**config.mk**
```make
export PLATFORM = sky130hd
export DESIGN_NAME = sync_memory_p
export DESIGN_NICKNAME = d
export VERILOG_FILES = /design/src/rtl/mem_pkg.sv /design/src/rtl/mem_rd_pipe.sv /design/src/rtl/sync_memory_p.sv
export SDC_FILE = /design/constraint.sdc
export NUM_CORES = 1
export LEC_CHECK = 0
export ABC_AREA = 1
export CORE_MARGIN = 3
export CORE_UTILIZATION = 36
export CTS_CLUSTER_SIZE = 12
export DETAILED_ROUTE_END_ITERATION = 12
export SYNTH_ARGS = -nofsm -noshare
export SYNTH_HDL_FRONTEND = slang
export SYNTH_SLANG_ARGS = --single-unit
```
**constraint.sdc**
```tcl
create_clock -name clk -period 3 [get_ports clk]
set_clock_uncertainty 0.2 [all_clocks]
set_input_delay 0.45 -clock clk [delete_from_list [all_inputs] [get_ports clk]]
set_output_delay 0.45 -clock clk [all_outputs]
set_load 0.005 [all_outputs]
```
**src/rtl/mem_pkg.sv**
```systemverilog
// ---------------------------------------------------------------------------
// mem_pkg
// Shared definitions for the sync_memory_p slice.
//   - default values for the word width, address width and read latency
//   - the two-state controller enum used by the top level
// ---------------------------------------------------------------------------
package mem_pkg;

  localparam int MEM_DATA_W_DEF = 8;
  localparam int MEM_ADDR_W_DEF = 5;
  localparam int MEM_RD_LAT_DEF = 1;

  // CLEAR sweeps zeros through the whole array; READY services rd/wr/clr.
  typedef enum logic {
    CLEAR = 1'b0,
    READY = 1'b1
  } mem_state_e;

endpackage

```
**src/rtl/mem_rd_pipe.sv**
```systemverilog
// ---------------------------------------------------------------------------
// mem_rd_pipe
// RD_LAT-stage delay line carrying read data and its valid flag from the
// array read port to the block outputs.
//
// Ports:
//   clk_i    in   clock, rising edge
//   rst_ni   in   asynchronous active-low reset (clears valids and data)
//   valid_i  in   a read is issued this cycle
//   data_i   in   array word addressed by the issued read
//   valid_o  out  last stage holds a fresh read result
//   data_o   out  last stage data, held while no new result arrives
// ---------------------------------------------------------------------------
module mem_rd_pipe
  import mem_pkg::*;
#(
  parameter int DATA_W = MEM_DATA_W_DEF,
  parameter int RD_LAT = MEM_RD_LAT_DEF
) (
  input  logic              clk_i,
  input  logic              rst_ni,
  input  logic              valid_i,
  input  logic [DATA_W-1:0] data_i,
  output logic              valid_o,
  output logic [DATA_W-1:0] data_o
);

  logic [RD_LAT-1:0] valid_q;
  logic [DATA_W-1:0] data_q [RD_LAT];

  // A data stage only loads when the stage feeding it is valid, so the last
  // stage keeps its previous result between reads.
  always_ff @(posedge clk_i or negedge rst_ni) begin
    if (!rst_ni) begin
      valid_q <= '0;
      for (int i = 0; i < RD_LAT; i++) begin
        data_q[i] <= '0;
      end
    end else begin
      valid_q[0] <= valid_i;
      if (valid_i) begin
        data_q[0] <= data_i;
      end
      for (int i = 1; i < RD_LAT; i++) begin
        valid_q[i] <= valid_q[i-1];
        if (valid_q[i-1]) begin
          data_q[i] <= data_q[i-1];
        end
      end
    end
  end

  assign valid_o = valid_q[RD_LAT-1];
  assign data_o  = data_q[RD_LAT-1];

endmodule

```
**src/rtl/sync_memory_p.sv**
```systemverilog
// ---------------------------------------------------------------------------
// sync_memory_p
// Single-port synchronous-write memory with a hardware zero-sweep and a
// configurable read latency.  After reset, and on every accepted clr pulse,
// the controller walks every location writing zero; requests are ignored
// while that sweep runs.
//
// Ports:
//   clk       in   clock, rising edge
//   rst_n     in   asynchronous active-low reset
//   clr       in   pulse requesting a full-array zero sweep
//   rd        in   read request
//   wr        in   write request (wins over rd in the same cycle)
//   addr      in   word address for rd/wr
//   data_in   in   write data
//   data_out  out  registered read data, held between reads
//   rd_valid  out  data_out carries a new read result this cycle
//   busy      out  zero sweep in progress
// ---------------------------------------------------------------------------
module sync_memory_p
  import mem_pkg::*;
#(
  parameter int DATA_W = MEM_DATA_W_DEF,
  parameter int ADDR_W = MEM_ADDR_W_DEF,
  parameter int RD_LAT = MEM_RD_LAT_DEF
) (
  input  logic              clk,
  input  logic              rst_n,
  input  logic              clr,
  input  logic              rd,
  input  logic              wr,
  input  logic [ADDR_W-1:0] addr,
  input  logic [DATA_W-1:0] data_in,
  output logic [DATA_W-1:0] data_out,
  output logic              rd_valid,
  output logic              busy
);

  localparam int                DEPTH     = 2 ** ADDR_W;
  localparam logic [ADDR_W-1:0] LAST_ADDR = '1;

  mem_state_e        state_q, state_d;
  logic [ADDR_W-1:0] sweep_q, sweep_d;

  logic [DATA_W-1:0] mem_q [DEPTH];

  logic              mem_we;
  logic [ADDR_W-1:0] mem_waddr;
  logic [DATA_W-1:0] mem_wdata;
  logic              rd_issue;

  // Controller: the array write port is shared between the sweep and user
  // writes.  clr beats wr, and wr beats rd.
  always_comb begin
    state_d   = state_q;
    sweep_d   = sweep_q;
    mem_we    = 1'b0;
    mem_waddr = addr;
    mem_wdata = data_in;
    rd_issue  = 1'b0;

    case (state_q)
      CLEAR: begin
        mem_we    = 1'b1;
        mem_waddr = sweep_q;
        mem_wdata = '0;
        sweep_d   = sweep_q + 1'b1;
        if (sweep_q == LAST_ADDR) begin
          state_d = READY;
        end
      end
      READY: begin
        if (clr) begin
          state_d = CLEAR;
          sweep_d = '0;
        end else if (wr) begin
          mem_we = 1'b1;
        end else if (rd) begin
          rd_issue = 1'b1;
        end
      end
      default: begin
        state_d = CLEAR;
        sweep_d = '0;
      end
    endcase
  end

  always_ff @(posedge clk or negedge rst_n) begin
    if (!rst_n) begin
      state_q <= CLEAR;
      sweep_q <= '0;
    end else begin
      state_q <= state_d;
      sweep_q <= sweep_d;
    end
  end

  // No reset on the array so it maps onto RAM; the sweep does the zeroing.
  always_ff @(posedge clk) begin
    if (mem_we) begin
      mem_q[mem_waddr] <= mem_wdata;
    end
  end

  // The first pipe stage captures the addressed word at the request edge,
  // which is the registered read port of the RAM.
  mem_rd_pipe #(
    .DATA_W(DATA_W),
    .RD_LAT(RD_LAT)
  ) u_rd_pipe (
    .clk_i  (clk),
    .rst_ni (rst_n),
    .valid_i(rd_issue),
    .data_i (mem_q[addr]),
    .valid_o(rd_valid),
    .data_o (data_out)
  );

  assign busy = (state_q == CLEAR);

endmodule

```
Word-level counts from Yosys, hierarchy flattened
Memories as Yosys holds them, arrays and structs flattened. A register that Yosys moved wholly into a read port is not among the register bits.
Index checks and enable logic that the tools add are counted.
Operators by class
  $add $sub $neg: 1
  equality and inequality tests: 2
  multiplexer cells: 16
  bitwise logic cells: 1
  reduce and logical (&&, ||, !) cells: 1
Operators with widths (count)
  1-bit 2-to-1 mux: 10
  5-bit 2-to-1 mux: 2
  5-bit case mux with 2 select lines: 1
  8-bit 2-to-1 mux: 1
  5-bit by 1-bit adder with 5-bit output, second input constant: 1
  5-bit == test, second input constant: 1
  1-bit case mux with 2 select lines: 2
  2-bit != test, second input constant: 1
  1-bit logical NOT: 1
  1-bit NOT: 1
Storage, ports and cells
  bits in registers: 7
  bits in writable memories: 256
  input bits: 18
  output and inout port bits: 10
  memories: 1
Memory list
  mem_q: depth 32, bits a word 8, rd ports 1, clocked after memory_dff 1, wr ports 1, line sync_memory_p.sv:45  | logic [DATA_W-1:0] mem_q [DEPTH];

Depth between registers and ports, before layout
  depth in word-level cells: 5
  mapped depth: 11
  gate-level depth less buffers: 9

Cells and area by module
From an unflattened synthesis, not the netlist that was laid out.
Unflattened totals
  cell total of the unflattened synthesis: 1018
  area total of the unflattened synthesis: 11325.9 sq um
Modules (own cells, without submodules)
  sync_memory_p: instances 1, cells an instance 983, area each 10995.5 sq um, sequential area each 7837.5 sq um
  mem_rd_pipe: instances 1, cells an instance 35, area each 330.3 sq um, sequential area each 225.2 sq um

Worst setup path after synthesis
No wires, ideal clock.
  kind: input -> register
  start point: input addr[4]
  end point: memory mem_q[18][0] (netlist name), enable pin
  library setup time: 370 ps
  data arrival time: 1586 ps
  path slack: 844 ps
  stages on the path: 7
  buffers on the path: 1
  cells stage by stage: buf_4 -> clkinv_1 -> nand2_1 -> o21ai_0 -> nor2_1 -> nand2_1 -> nor2_1
On the way
  word-level cells in the longest chain between the ends: 1
Ends and longest elaborated chain
  start, declared: line sync_memory_p.sv:32  | input logic [ADDR_W-1:0] addr,
  5-bit 2-to-1 mux: line sync_memory_p.sv:62  | case (state_q)
  end, declared: line sync_memory_p.sv:45
Every way passes these cells.

Worst setup path in the final report
  start point: register state_q
  end point: output busy
On the way
  word-level cells in the longest chain between the ends: 1
Ends and longest elaborated chain
  start, declared: line sync_memory_p.sv:42  | mem_state_e state_q, state_d;
  start signal, assigned: line sync_memory_p.sv:94  | state_q <= state_d;
  1-bit NOT
  end, declared: line sync_memory_p.sv:36  | output logic busy
Every way passes these cells.

==> metrics.yaml <==
status: "completed"
io_pins: 28
power.leakage_nw: 4.94
slew_headroom: 0.544
io_buffers: 27
path_cells: "buf_4, inv_1, clkdlybuf4s50_1"
post_cts_buffers: 0
hold_viol_final: 0
cap_violations: 0
min_period_over_period: 0.913
wirelength_mm: 27.5
arrival_ns: 2.09
antenna_found_initial: 0
critPathBufInv: 3
power.density_nw_per_um2: 778
core_um2: 30700
ys_types: 23
required_ns: 2.35
grt_max_degree: 69
path_depth: 3
cts_tree: "built"
drc: 0
syn_inst: 989
setup_tns_ns: 0
synth.avg_cell_area_um2: 11.4
area_growth_pct: 15.0
final_nets: 1071
dp_hpwl_mm: 16.7
routedWlPerCell_um: 18.8
synth_warnings: 0
drt_iter0_drc: 575
grt_pass1_wl_mm: 42.6
crit_family: "buffers and inverters"
synth_top_area_frac: 0.685
cpPeakStageDelay_ns: 0.54
peakVddDrop_uv: 439
cts_resized: 0
grt_use_total: 0.166
clock.fmax_mhz: 365
die_area_um2: 33300
tightestPinTransition_ns: 0.682
finish.utilization: 0.421
die_y_um: 183
gp_congestion: 0.858
rrSetupSlack_ns: 0.63
start_util: 0.366
dp_slack_ns: 0.482
numCtsBuffers: 28
cts_root_buffer: "clkbuf_16"
rows: 64
r2r_cells: 5
n_antenna_cell: 0
path_clk_slew_ns: 0.06
synth_flop_cell: "edfxtp_1"
clk_latency_ns: 0.55
stdcell_area_um2: 12900
cts.path.max_buffers: 3
vias: 7388
min_period_ns: 2.74
rsz0062_at_grt: "no"
placed_cell_area_um2: 12100
setup_viol: 0
synthArstFlopShare: 0.0554
synth_largest_area_cell: "edfxtp_1"
grt_overflow: 0
drt_first_pass_iters: 5
yosys-top-cells-area: "edfxtp_1 (68%), nand2_1 (12%), nand3_1 (9.7%)"
first_global_vias: 7345
yosysMostFrequentCell: "nand2_1"
crit_type: "reg2out"
synth-seq-area-share: 0.718
vias_per_cell: 5.05
r2r-end: "mem_q[16][0]"
synth_edf_count: 256
cts_hold_buffers: 0
syn_nets: 1009
yosys-top-cells-count: "nand2_1 (362), edfxtp_1 (256), nand3_1 (218)"
syn_area_um2: 11200
synth_seq_cells: 271
clock-sinks: 271
clock_tree.htree_level_count: 1
drive_gt1_frac: 0.0985
critical_path.startpoint: "state_q"
crit_path_start_kind: "register"
cp_slowest_cell: "dfrtp_1"
timing.rr.start: "state_q"
ant_nets: 0
crit_end: "busy"
crit_path_end_kind: "output port"
nFillCells: 2883
slew_violations: 0
die_w_um: 183
worst_hold_path_type: "in2async"
total_power_w: 0.0101
crit_path_max_fanout: 12
timing.final.ws_setup_ns: 0.260
-- kinds of logic after synthesis --
group,count (synthesis),share of synthesized area
AOI/OAI and AO/OA,10,0.00513
adders and majority gates,2,0.00223
buffers and inverters,79,0.0370
DFF,271,0.718
and+or+nand+nor,626,0.237
muxes,1,0.000891
-- cell type report --
cell class,instances,area [um2],share of cell area
flip-flops and latches,271,8060,0.624
multi-input cells,639,2750,0.213
repair buffers,86,731,0.0566
clock buffers,35,727,0.0563
well taps,396,495,0.0384
inverters,25,95.1,0.00736
clock inverters,10,55.1,0.00426
-- state kept, by name (all words and copies together), names as in the netlist --
register           cells
u_rd_pipe.data_o       8
sweep_q                5
u_rd_pipe.valid_o      1
state_q                1
mem_q                256
-- worst register-to-register path, cell delays in order (launching register included) --
cell     delay [ns]
dfrtp_1        0.61
nor2_1         0.13
a21oi_1        0.30
nand3_2        0.38
nor2_1         0.24
buf_4          0.20
-- worst min path at each step --
stage	from	to	depth (start not counted)
2_1_floorplan	rst_n	state_q	0
3_3_place_gp	u_rd_pipe.data_o[3]	u_rd_pipe.data_o[3]	2
3_5_place_dp	u_rd_pipe.data_o[1]	u_rd_pipe.data_o[1]	2
4_1_cts	rst_n	sweep_q[3]	1
5_1_grt	rst_n	u_rd_pipe.data_o[1]	1
6_report	rst_n	sweep_q[3]	1
-- layer usage --
layer	global-route usage	up-vias	wire length (um)
li1	-	3535	-
met1	0.235	3549	12200
met2	0.270	248	12800
met3	0.0243	56	1970
met4	0.0430	0	591
met5	0	-	0
-- power breakdown --
part	total (W)	internal (W)	switching, W
Sequential	0.00508	0.00489	0.000191
Combinational	0.00192	0.000588	0.00134
Clock	0.00304	0.00169	0.00135
-- cell usage in the layout (no fill, tap or decap) --
master and count:
clkdlybuf4s50_1 25, or2_2 1, clkinv_8 1, ha_1 2, o21ai_1 2, mux2i_1 1, a21oi_2 1, a21oi_1 2
a22o_1 1, dfrtp_1 15, buf_2 1, clkbuf_16 28, clkinv_1 7, buf_4 58, buf_12 2, inv_2 2
nor2_2 1, o21ai_0 4, nand3_2 5, clkinv_2 5, clkbuf_1 7, inv_1 20, nor2_1 39, nand2_1 362
nand3_1 218, edfxtp_1 256
-- through the flow --
step	std cells	hold slack [ns]
5_1_grt	1462	0.171
4_1_cts	1462	0.124
3_5_place_dp	1417	0.268
6_report	1462	0.115
2_1_floorplan	989	-0.0456
3_3_place_gp	1417	0.266
(Power assumes the default switching activity.)
